### src/rtl/bind_command_dispatcher.sv
// bind_command_dispatcher: queued bind-command initiator that walks each command word by word
// Ports:
//   clk, reset_n                      clock, asynchronous active-low reset
//   cmd_valid/cmd_ready               command queue handshake
//   cmd_hva/cmd_hvb/cmd_hvc/cmd_len   command operand bases and word count
//   valid, hva, hvb, hvc, hv_offset   per-word request to the bind generator
//   done                              generator word-complete pulse
//   busy, cmd_done, cmd_abort         command status
//   timeout_err, err_clear            sticky watchdog error and its clear
module bind_command_dispatcher #(
    parameter int HV_ADDRESS_WIDTH = 20,
    parameter int CMD_FIFO_DEPTH   = 4,
    parameter int TIMEOUT_CYCLES   = 1024
) (
    input  logic                        clk,
    input  logic                        reset_n,
    input  logic                        cmd_valid,
    output logic                        cmd_ready,
    input  logic [HV_ADDRESS_WIDTH-1:0] cmd_hva,
    input  logic [HV_ADDRESS_WIDTH-1:0] cmd_hvb,
    input  logic [HV_ADDRESS_WIDTH-1:0] cmd_hvc,
    input  logic [HV_ADDRESS_WIDTH-1:0] cmd_len,
    output logic                        valid,
    output logic [HV_ADDRESS_WIDTH-1:0] hva,
    output logic [HV_ADDRESS_WIDTH-1:0] hvb,
    output logic [HV_ADDRESS_WIDTH-1:0] hvc,
    output logic [HV_ADDRESS_WIDTH-1:0] hv_offset,
    input  logic                        done,
    output logic                        busy,
    output logic                        cmd_done,
    output logic                        cmd_abort,
    output logic                        timeout_err,
    input  logic                        err_clear
);
    localparam int W   = HV_ADDRESS_WIDTH;
    localparam int AW  = $clog2(CMD_FIFO_DEPTH);
    localparam int WDW = $clog2(TIMEOUT_CYCLES + 2);
    localparam logic [WDW-1:0] WD_LIMIT = WDW'(TIMEOUT_CYCLES > 0 ? TIMEOUT_CYCLES - 1 : 0);

    typedef enum logic [1:0] {IDLE, ISSUE, WAIT, COMPLETE} state_t;

    state_t         state, state_n;
    logic [4*W-1:0] fifo [CMD_FIFO_DEPTH];
    logic [4*W-1:0] head;
    logic [AW:0]    wr_ptr, rd_ptr;
    logic [W-1:0]   len;
    logic [WDW-1:0] wd;
    logic           abort, full, empty, push, pop, last, expire, fire;

    // Pointers carry one extra wrap bit so full and empty are distinguishable.
    assign full      = (wr_ptr ^ rd_ptr) == {1'b1, {AW{1'b0}}};
    assign empty     = wr_ptr == rd_ptr;
    assign cmd_ready = !full;
    assign push      = cmd_valid && !full;
    assign pop       = state == IDLE && !empty;
    assign head      = fifo[rd_ptr[AW-1:0]];
    assign last      = hv_offset == len - W'(1);
    assign expire    = TIMEOUT_CYCLES != 0 && wd >= WD_LIMIT;
    // A done in the expiry cycle completes the word normally.
    assign fire      = state == WAIT && !done && expire;

    assign valid     = state == ISSUE;
    assign busy      = state != IDLE;
    assign cmd_done  = state == COMPLETE;
    assign cmd_abort = cmd_done && abort;

    always_ff @(posedge clk) begin
        if (push) fifo[wr_ptr[AW-1:0]] <= {cmd_hva, cmd_hvb, cmd_hvc, cmd_len};
    end

    always_comb begin
        state_n = state;
        case (state)
            IDLE:     state_n = pop ? (head[W-1:0] == '0 ? COMPLETE : ISSUE) : IDLE;
            ISSUE:    state_n = WAIT;
            WAIT:     state_n = done ? (last ? COMPLETE : ISSUE) : (expire ? COMPLETE : WAIT);
            COMPLETE: state_n = IDLE;
            default:  state_n = IDLE;
        endcase
    end

    always_ff @(posedge clk or negedge reset_n) begin
        if (!reset_n) begin
            state       <= IDLE;
            wr_ptr      <= '0;
            rd_ptr      <= '0;
            hva         <= '0;
            hvb         <= '0;
            hvc         <= '0;
            len         <= '0;
            hv_offset   <= '0;
            wd          <= '0;
            abort       <= 1'b0;
            timeout_err <= 1'b0;
        end else begin
            state <= state_n;
            if (push) wr_ptr <= wr_ptr + 1'b1;
            if (pop) begin
                rd_ptr                <= rd_ptr + 1'b1;
                {hva, hvb, hvc, len}  <= head;
                hv_offset             <= '0;
                wd                    <= '0;
            end
            // The watchdog also counts the ISSUE cycle, so a word times out
            // TIMEOUT_CYCLES cycles after its valid strobe.
            if (state == ISSUE) wd <= wd + 1'b1;
            if (state == WAIT) begin
                wd <= done ? '0 : wd + 1'b1;
                if (done && !last) hv_offset <= hv_offset + 1'b1;
            end
            abort       <= fire ? 1'b1 : (state == COMPLETE ? 1'b0 : abort);
            timeout_err <= fire || (timeout_err && !err_clear);
        end
    end
endmodule

### config.mk
export PLATFORM = sky130hd
export DESIGN_NAME = bind_command_dispatcher
export DESIGN_NICKNAME = d
export VERILOG_FILES = /design/src/rtl/bind_command_dispatcher.sv
export SDC_FILE = /design/constraint.sdc
export NUM_CORES = 1
export LEC_CHECK = 0
export CORE_UTILIZATION = 25
export CTS_CLUSTER_DIAMETER = 50
export DETAILED_ROUTE_END_ITERATION = 7
export MAX_ROUTING_LAYER = met4
export SLEW_MARGIN = 20
export SYNTH_ARGS = -nofsm -noshare
export SYNTH_HDL_FRONTEND = slang
export SYNTH_SLANG_ARGS = --single-unit
### constraint.sdc
create_clock -name clk -period 10.9 [get_ports clk]
set_input_delay 2.18 -clock clk [delete_from_list [all_inputs] [get_ports clk]]
set_output_delay 2.18 -clock clk [all_outputs]
set_load 0.01 [all_outputs]
==> results of run 1 <==
## final cells by class
| cell class | count | area, µm² | area share, % |
|---|---|---|---|
| multi-input cells | 596 | 4590 | 20.9 |
| inverters | 12 | 45.0 | 0.205 |
| well taps | 931 | 1160 | 5.31 |
| repair buffers | 180 | 1780 | 8.10 |
| diodes | 5 | 12.5 | 0.0570 |
| clock buffers | 76 | 1470 | 6.71 |
| clock inverters | 24 | 239 | 1.09 |
| flip-flops and latches | 441 | 12600 | 57.6 |
## where the power goes
| part | internal, mW | leakage, nW | switching [mW] |
|---|---|---|---|
| Combinational | 0.830 | 2.55 | 1.06 |
| Clock | 0.981 | 0.831 | 0.713 |
| Sequential | 2.29 | 4.47 | 0.264 |
| Total | 4.10 | 7.85 | 2.03 |
## cell families after synthesis
family                     Yosys count  synth area share [%]
DFF                                441                  72.3
and+or+nand+nor                    393                  9.94
muxes                               85                  10.6
buffers and inverters               66                  1.59
AOI/OAI and AO/OA                   63                  2.51
xor gates and xnor gates            47                  2.44
adders and majority gates            8                 0.573
## cells in the mapped netlist, drive strengths merged, types with 7 or more instances
| library cell | number | area share [%] |
|---|---|---|
| a21oi | 17 | 0.49 |
| and3 | 12 | 0.43 |
| buf | 17 | 0.53 |
| clkbuf | 37 | 0.80 |
| dfrtp | 121 | 17 |
| edfxtp | 320 | 55 |
| ha | 8 | 0.57 |
| inv | 12 | 0.26 |
| mux4 | 80 | 10 |
| nand2 | 267 | 5.7 |
| nand3 | 17 | 0.49 |
| nand4 | 7 | 0.29 |
| nor2 | 32 | 0.70 |
| nor3 | 13 | 0.40 |
| nor3b | 7 | 0.33 |
| nor4 | 10 | 0.39 |
| o21ai | 13 | 0.37 |
| xnor2 | 23 | 1.2 |
| xor2 | 23 | 1.2 |
## final timing paths
path	to	slack, ns	cells after the start
worst max-delay path	cmd_ready	6.03	4
worst min-delay path	hva[17]$_DFFE_PN0P_	0.47	2
worst max register to register	state[1]$_DFF_PN0_	7.25	6
worst min register to register	hva[17]$_DFFE_PN0P_	0.47	2
max in group asynchronous	rd_ptr[1]$_DFFE_PN0P_	8.09	2
min in group asynchronous	hv_offset[18]$_DFF_PN0_	1.62	1
## placed cells by master, fill, tap and decap left out, types with 3 or more instances in the layout
| master | count |
|---|---|
| a211o_1 | 6 |
| a21o_1 | 3 |
| a21oi_1 | 17 |
| and2_1 | 4 |
| and3_1 | 8 |
| and3_4 | 4 |
| buf_4 | 10 |
| clkbuf_1 | 17 |
| clkbuf_16 | 53 |
| clkbuf_8 | 6 |
| clkdlybuf4s50_1 | 169 |
| clkinv_2 | 5 |
| clkinv_4 | 4 |
| dfrtp_1 | 119 |
| diode_2 | 5 |
| edfxtp_1 | 320 |
| ha_1 | 8 |
| inv_1 | 12 |
| inv_6 | 4 |
| inv_8 | 4 |
| mux2i_1 | 5 |
| mux4_2 | 80 |
| nand2_1 | 267 |
| nand2b_1 | 5 |
| nand3_1 | 17 |
| nand4_1 | 6 |
| nor2_1 | 30 |
| nor2b_1 | 4 |
| nor3_1 | 12 |
| nor3b_1 | 6 |
| nor4_1 | 9 |
| o21ai_0 | 13 |
| o31ai_1 | 5 |
| or3_1 | 3 |
| or4_1 | 6 |
| xnor2_1 | 23 |
| xor2_1 | 23 |
## through the flow
stage / total power, mW / instance area [µm²] / setup WS [ns]
2_1_floorplan: 3.77 / 17500 / 6.33
3_3_place_gp: 4.49 / 20200 / 6.31
3_5_place_dp: 4.53 / 20200 / 6.28
4_1_cts: 6.26 / 21900 / 5.93
5_1_grt: 6.52 / 21900 / 5.93
6_report: 6.14 / 21900 / 6.03
## worst max-delay path, stage by stage, from the launching register on
cell             delay [ns]
dfrtp_4                0.86
xor2_1                 0.26
nor2_1                 0.09
nand2_1                0.22
clkdlybuf4s50_1        0.64
## state kept, by name (all words and copies together), names as in the netlist
name	cells
abort	1
fifo	320
hv_offset	20
hva	20
hvb	20
hvc	20
len	20
rd_ptr	3
state	2
timeout_err	1
wd	11
wr_ptr	3
## routing by layer
metal / vias to the layer above / share of wire, %
met3: 66 / 5.7
li1: 4490 / -
met4: 0 / 2.0
met1: 4953 / 45
met2: 216 / 48
met5: - / 0
==> results_dict.tcl, run 1 <==
set metrics [dict create \
    outcome "completed" \
    min_period_over_period_pct 44.6 \
    critPathLaunch "rd_ptr[1]$_DFFE_PN0P_" \
    core_area_mm2 0.0688 \
    ios 171 \
    vdd.ir_drop.worst_v 0.000183 \
    dp.cells 2160 \
    cts_buffers 53 \
    yosysWarnings 0 \
    stdcell_count 2265 \
    worstMarginPinSlew_ns 1.09 \
    routedWlPerCell_um 17.8 \
    yosysUniqueCellTypes 58 \
    clk_path_buf_depth 3 \
    grtUsageTotal_pct 11.9 \
    cp.arrival_ns 2.69 \
    grt_max_degree 83 \
    use_met2_pct 18.6 \
    hp-start "hva[17]$_DFFE_PN0P_" \
    grt_pass1_vias 10272 \
    clkTransAtPathRegs_ns 0.06 \
    num-fill-cells 6710 \
    maxCapViolCount 0 \
    ys_seq_elements 441 \
    crit_type "reg -> out" \
    holdWs_ns 0.472 \
    drc_errors 0 \
    drt-total-wl_mm 40.3 \
    drtAntennaViolNets 0 \
    die-area_mm2 0.0709 \
    vias 9725 \
    grt_use_met1_pct 15.5 \
    clk-insertion-delay-late_ns 0.61 \
    cts.sinks 441 \
    cts_setup_buffers 0 \
    area_growth_pct 25.6 \
    synth_top_flop_cell "edfxtp_1" \
    fin_skew_ns 0.0482 \
    syn_inst 1103 \
    post_cts_resized 0 \
    fin_setup_tns_ns 0 \
    die_x_um 266 \
    cts_tree "built" \
    gr-usage-met3_pct 2.59 \
    dpl.hpwl_mm 25.7 \
    endpoint_kind "output pin" \
    drt-pass1-iter-count 4 \
    layout.nets 1377 \
    die_y_um 266 \
    htree_levels 2 \
    drive_gt1_share_pct 14.4 \
    holdCritPathClass "reg -> reg" \
    viasPerCell 4.29 \
    antenna_found_initial 6 \
    cts_root_buffer "clkbuf_16" \
    fin_util_pct 31.9 \
    ys_async_sr_fraction_pct 27.4 \
    initialDrtViolationCount 717 \
    worstPathRequired_ns 8.72 \
    setup_viol 0 \
    grt-busiest-layer "met2" \
    place.gp.congestion 0.773 \
    p_per_area_mw_per_mm2 280 \
    yosysSeqAreaShare_pct 72.3 \
    drv_slew 0 \
    initial_core_util_pct 25.4 \
    hold_viol 0 \
    rows 96 \
    crit_path_start_kind "flip-flop" \
    critPathMaxFanout 44 \
    reg2reg_from "rd_ptr[1]$_DFFE_PN0P_" \
    leakagePower_nw 7.85 \
    synth_edf_count 320 \
    overflow 0 \
    rsz0062_at_grt "false" \
    relSlewSlack_pct 26.7 \
    port_buffers 170 \
    netlist_area_mm2 0.0175 \
    final.min_clock_period_ns 4.87 \
    syn_nets 1196 \
    postCtsHoldBufs 0 \
    syn_area_per_cell_um2 15.8 \
    grt_pass1_wl_mm 62.5 \
    fmax_mhz 205 \
]
Power figures use the tool's default switching activity.
==> run 2, diff against run 1 <==
==> constraint.sdc (replaced) <==
create_clock -name clk -period 5 [get_ports clk]
set_input_delay 1 -clock clk [delete_from_list [all_inputs] [get_ports clk]]
set_output_delay 1 -clock clk [all_outputs]
set_load 0.01 [all_outputs]
==> run 2 against run 1 <==
Compared with the run above:
- critical path depth is 6 higher
- sequential share of layout area is 1.4 points lower
- power is 130% higher
- via count is 0.25% higher
- critical path type is now reg -> reg
==> results_dict.tcl, run 2 (same netlist as run 1, synthesis figures left out) <==
set metrics [dict create \
    outcome "completed" \
    die-area_mm2 0.0709 \
    setup_viol 0 \
    drt-total-wl_mm 40.5 \
    drtAntennaViolNets 0 \
    leakagePower_nw 8.12 \
    worstMarginPinSlew_ns 1.03 \
    clk-insertion-delay-late_ns 0.61 \
    dpl.hpwl_mm 24.4 \
    initial_core_util_pct 25.4 \
    grt_max_degree 92 \
    post_cts_resized 0 \
    min_period_over_period_pct 69.3 \
    die_x_um 266 \
    grt_pass1_vias 10386 \
    viasPerCell 4.26 \
    cp.arrival_ns 3.98 \
    fin_skew_ns 0.0158 \
    clkTransAtPathRegs_ns 0.06 \
    initialDrtViolationCount 572 \
    cts.sinks 441 \
    routedWlPerCell_um 17.7 \
    critPathMaxFanout 37 \
    crit_path_cell_trace "inv_1, ha_1, nor3b_2, nand2_1, or4b_2, a21oi_1, nand4_2, o211ai_4, and2_1, o2bb2ai_1" \
    largest_reg_flops 320 \
    cts_tree "built" \
    vdd.ir_drop.worst_v 0.000368 \
    drive_gt1_share_pct 16.2 \
    layout.nets 1389 \
    path_depth 10 \
    p_per_area_mw_per_mm2 637 \
    critPathBufInv 1 \
    hold_depth 2 \
    r2r_cells 10 \
    die_y_um 266 \
    crit_path_max_incr_delay_ns 0.70 \
    drc_errors 0 \
    antenna_found_initial 9 \
    p_total_mw 14.3 \
    maxCapViolCount 0 \
    clk_path_buf_depth 3 \
    rows 96 \
    fmax_mhz 289 \
    area_growth_pct 28.8 \
    drt-pass1-iter-count 5 \
    port_buffers 170 \
    final.min_clock_period_ns 3.47 \
    crit_path_start_kind "flip-flop" \
    grtUsageTotal_pct 11.9 \
    cts_setup_buffers 0 \
    htree_levels 2 \
    place.gp.congestion 0.782 \
    relSlewSlack_pct 30.5 \
    drv_slew 0 \
    hp-start "hvc[5]$_DFFE_PN0P_" \
    layout_common_cells "edfxtp_1 (320), nand2_1 (267), clkdlybuf4s50_1 (169), dfrtp_1 (119), mux4_2 (80)" \
    crit_type "reg -> reg" \
    slowest_stage "o211ai_4" \
    overflow 0 \
    holdCritPathClass "reg -> reg" \
    worstPathRequired_ns 5.51 \
    rsz0062_at_grt "false" \
    reg2reg_to "hv_offset[4]$_DFF_PN0_" \
    cts_buffers 60 \
    hold_viol 0 \
    core_area_mm2 0.0688 \
    ios 171 \
    reg2reg_from "len[0]$_DFFE_PN0P_" \
    postCtsHoldBufs 0 \
    grt_pass1_wl_mm 62.3 \
    cts_root_buffer "clkbuf_16" \
    final_common_cell "edfxtp_1" \
    critPathTopFamily "simple AND/OR/NAND/NOR gates" \
    fin_setup_tns_ns 0 \
    endpoint_kind "flip-flop" \
    vias 9749 \
    whs_endpoint "hvc[5]$_DFFE_PN0P_" \
    rrSetupSlack_ns 1.53 \
]
==> run 2: cell types whose count changed in the layout (fill, tap and decap cells not counted), moves of 2 or more <==
cell        previous run  this run
bufinv_16              1         9
buf_4                 10        14
clkbuf_16             53        63
clkinv_8               1         3
clkinv_1               2         8
inv_6                  4        10
diode_2                5        11
clkbuf_1              17         3
clkinvlp_4             2         4
clkinv_2               5         2
==> run 2: where the power goes <==
| group | internal, mW | switching, mW | total (mW) |
|---|---|---|---|
| Combinational | 1.84 | 2.41 | 4.25 |
| Sequential | 5.00 | 0.501 | 5.50 |
| Clock | 2.87 | 1.71 | 4.58 |
| Total | 9.71 | 4.62 | 14.3 |
==> run 2: how the worst max path moves through the flow <==
| stage | to | from | slack [ns] |
|---|---|---|---|
| after floorplan | fifo[3][0]$_DFFE_PP_ | rd_ptr[1]$_DFFE_PN0P_ | 1.50 |
| after global placement | hv_offset[17]$_DFF_PN0_ | len[0]$_DFFE_PN0P_ | 1.57 |
| after detailed placement | hv_offset[4]$_DFF_PN0_ | len[0]$_DFFE_PN0P_ | 1.55 |
| after CTS | cmd_ready | rd_ptr[1]$_DFFE_PN0P_ | 1.45 |
| after global routing | hv_offset[4]$_DFF_PN0_ | len[0]$_DFFE_PN0P_ | 1.17 |
| final | hv_offset[4]$_DFF_PN0_ | len[0]$_DFFE_PN0P_ | 1.53 |
==> run 2: metal layers <==
metal  global-route usage, %  up-vias  part of all wire, %
li1                        -     4531                    -
met1                    14.2     4958                   42
met2                    19.4      195                   48
met3                    3.66       65                  6.9
met4                    3.34        0                  2.3
met5                       -        -                    0
==> run 2: tightest hold or removal path: stages, from the launching register on <==
cell and delay (ns):
dfrtp_1 0.34, nand2_1 0.05, nand2_1 0.05
==> run 2: stage by stage <==
stage	util (%)	instance area (µm²)	cells	hold slack (ns)	setup slack, ns
final	32.7	22500	2290	0.473	1.53
after global routing	32.7	22500	2288	0.493	1.17
after CTS	32.7	22500	2279	0.477	1.45
after detailed placement	29.5	20300	2165	0.461	1.55
after global placement	29.5	20300	2165	0.456	1.57
after floorplan	-	17500	1103	0.460	1.50
==> run 2: final cells by class <==
cell class | count | area [µm²]
Tap cell | 931 | 1160
Multi-Input combinational cell | 596 | 4590
Timing Repair Buffer | 185 | 1830
Antenna cell | 11 | 27.5
Clock inverter | 43 | 548
Clock buffer | 71 | 1660
Sequential cell | 441 | 12600
Inverter | 12 | 45.0
Fill cell | 6708 | 46300
==> run 3, diff against run 2 <==
==> constraint.sdc (replaced) <==
create_clock -name clk -period 2.8 [get_ports clk]
set_input_delay 0.56 -clock clk [delete_from_list [all_inputs] [get_ports clk]]
set_output_delay 0.56 -clock clk [all_outputs]
set_load 0.01 [all_outputs]
==> run 3 against run 2 <==
Compared with the run above:
- global-route usage up 0.099 points
- first-iteration DRC count up 2.6%
- largest power group unchanged
- fmax up 25%
- clock-buffer cell count down 2
- sequential power up 77%
- sequential share of layout area down 1.2 points
- largest cell class unchanged
- critical endpoint is now hv_offset[14]$_DFF_PN0_
==> results_dict.tcl, run 3 (same netlist as run 1, synthesis figures left out) <==
set metrics [dict create \
    antenna_found_initial 6 \
    crit_path_start_kind "flip-flop" \
    largest_reg_flops 320 \
    reg2reg_from "len[1]$_DFFE_PN0P_" \
    cts_root_buffer "clkbuf_16" \
    grt_pass1_vias 10701 \
    layout.nets 1432 \
    rows 96 \
    area_growth_pct 31.6 \
    crit_type "reg -> reg" \
    drt-total-wl_mm 41.7 \
    ios 171 \
    outcome "completed" \
    place.gp.congestion 0.829 \
    overflow 0 \
    reg2reg_to "hv_offset[14]$_DFF_PN0_" \
    hold_viol 0 \
    clk-insertion-delay-late_ns 0.63 \
    drv_slew 0 \
    dpl-instance-area_mm2 0.0207 \
    maxCapViolCount 0 \
    grtUsageTotal_pct 12.0 \
    die_y_um 266 \
    core_area_mm2 0.0688 \
    leakagePower_nw 8.32 \
    relSlewSlack_pct 42.0 \
    p_per_area_mw_per_mm2 1130 \
    r2r_cells 11 \
    drt-pass1-iter-count 5 \
    vdd.ir_drop.worst_v 0.000562 \
    initialDrtViolationCount 587 \
    cts_tree "built" \
    rsz0062_at_grt "true" \
    critPathMaxFanout 7 \
    min_period_over_period_pct 98.9 \
    die_x_um 266 \
    drc_errors 0 \
    drtAntennaViolNets 0 \
    fin_skew_ns 0.0247 \
    layout_common_cells "edfxtp_1 (320), nand2_1 (267), clkdlybuf4s50_1 (168), dfrtp_1 (116), mux4_2 (80)" \
    worstPathRequired_ns 3.29 \
    cts.sinks 441 \
    fmax_mhz 361 \
    die-area_mm2 0.0709 \
    holdWs_ns 0.428 \
    htree_levels 2 \
    clk_path_buf_depth 3 \
    routedWlPerCell_um 17.9 \
    grt_pass1_wl_mm 63.1 \
    fin_setup_tns_ns 0 \
    port_buffers 170 \
    initial_core_util_pct 25.4 \
    setup_viol 0 \
    finalInstanceArea_mm2 0.0230 \
    viasPerCell 4.32 \
    drive_gt1_share_pct 20.1 \
    cp.arrival_ns 3.26 \
    endpoint_kind "flip-flop" \
    clkTransAtPathRegs_ns 0.06 \
    vias 10058 \
    worstMarginPinSlew_ns 0.870 \
    grt_max_degree 61 \
    dpl.hpwl_mm 25.5 \
    final_common_cell "edfxtp_1" \
    final.min_clock_period_ns 2.77 \
    cts_buffers 61 \
    rrSetupSlack_ns 0.03 \
    holdCritPathClass "in -> async" \
]
==> run 3: final cells by class <==
| class | count | area, µm² |
|---|---|---|
| fill | 6677 | 45800 |
| sequential | 441 | 12600 |
| multi-input combinational | 596 | 4690 |
| timing repair buffer | 227 | 2330 |
| clock buffer | 69 | 1570 |
| tap | 931 | 1160 |
| clock inverter | 46 | 522 |
| inverter | 12 | 45.0 |
| antenna | 5 | 12.5 |
==> run 3: report_power, final <==
part	internal (mW)	leakage, nW	switching [mW]	total (mW)
logic	3.77	2.87	4.63	8.40
clock network	4.61	0.990	3.18	7.79
registers	8.92	4.46	0.839	9.76
==> run 3: worst max-delay path by stage <==
stage,slack (ns),cells past startpoint,start,end
finish,0.03,11,len[1]$_DFFE_PN0P_,hv_offset[14]$_DFF_PN0_
detailed placement,-0.06,12,len[1]$_DFFE_PN0P_,hv_offset[2]$_DFF_PN0_
global route,-0.07,11,len[1]$_DFFE_PN0P_,hv_offset[2]$_DFF_PN0_
floorplan,0.004,11,len[0]$_DFFE_PN0P_,hv_offset[17]$_DFF_PN0_
global placement,0.05,11,len[0]$_DFFE_PN0P_,hv_offset[17]$_DFF_PN0_
CTS,0.003,3,state[0]$_DFF_PN0_,busy
==> run 3: layer usage <==
layer	up-vias	part of all wire, %	GRT usage [%]
li1	4602	-	-
met1	5129	44	15.0
met2	251	47	19.0
met3	76	6.3	3.14
met4	0	2.5	3.96
met5	-	0	-
==> run 3: timing repair <==
item | CTS | global route
hold buffers | 1 | 0
hold endpoints to repair | 34 | 0
setup endpoints to repair | 10 | 21
cloned | 0 | 2
resized for setup | 3 | 26
setup buffers | 2 | 4
pin swaps | 0 | 7
==> run 3: critical path, stage by stage (launching register included) <==
cell       delay [ns]
dfrtp_1          0.38
inv_2            0.09
ha_4             0.15
nor4b_4          0.26
nand4_1          0.16
or3_1            0.39
a211oi_2         0.22
nand4_2          0.17
o211ai_4         0.34
clkbuf_16        0.22
nor3_2           0.04
a211o_1          0.24
==> run 3: stage by stage <==
step                instances  total power, mW  setup slack, ns  util [%]
floorplan                1103             14.6          0.00360         -
global placement         2198             18.0           0.0461      30.0
detailed placement       2198             18.2          -0.0608      30.0
CTS                      2316             26.2          0.00264      33.1
global route             2327             27.4          -0.0661      33.4
finish                   2327             26.0           0.0309      33.4
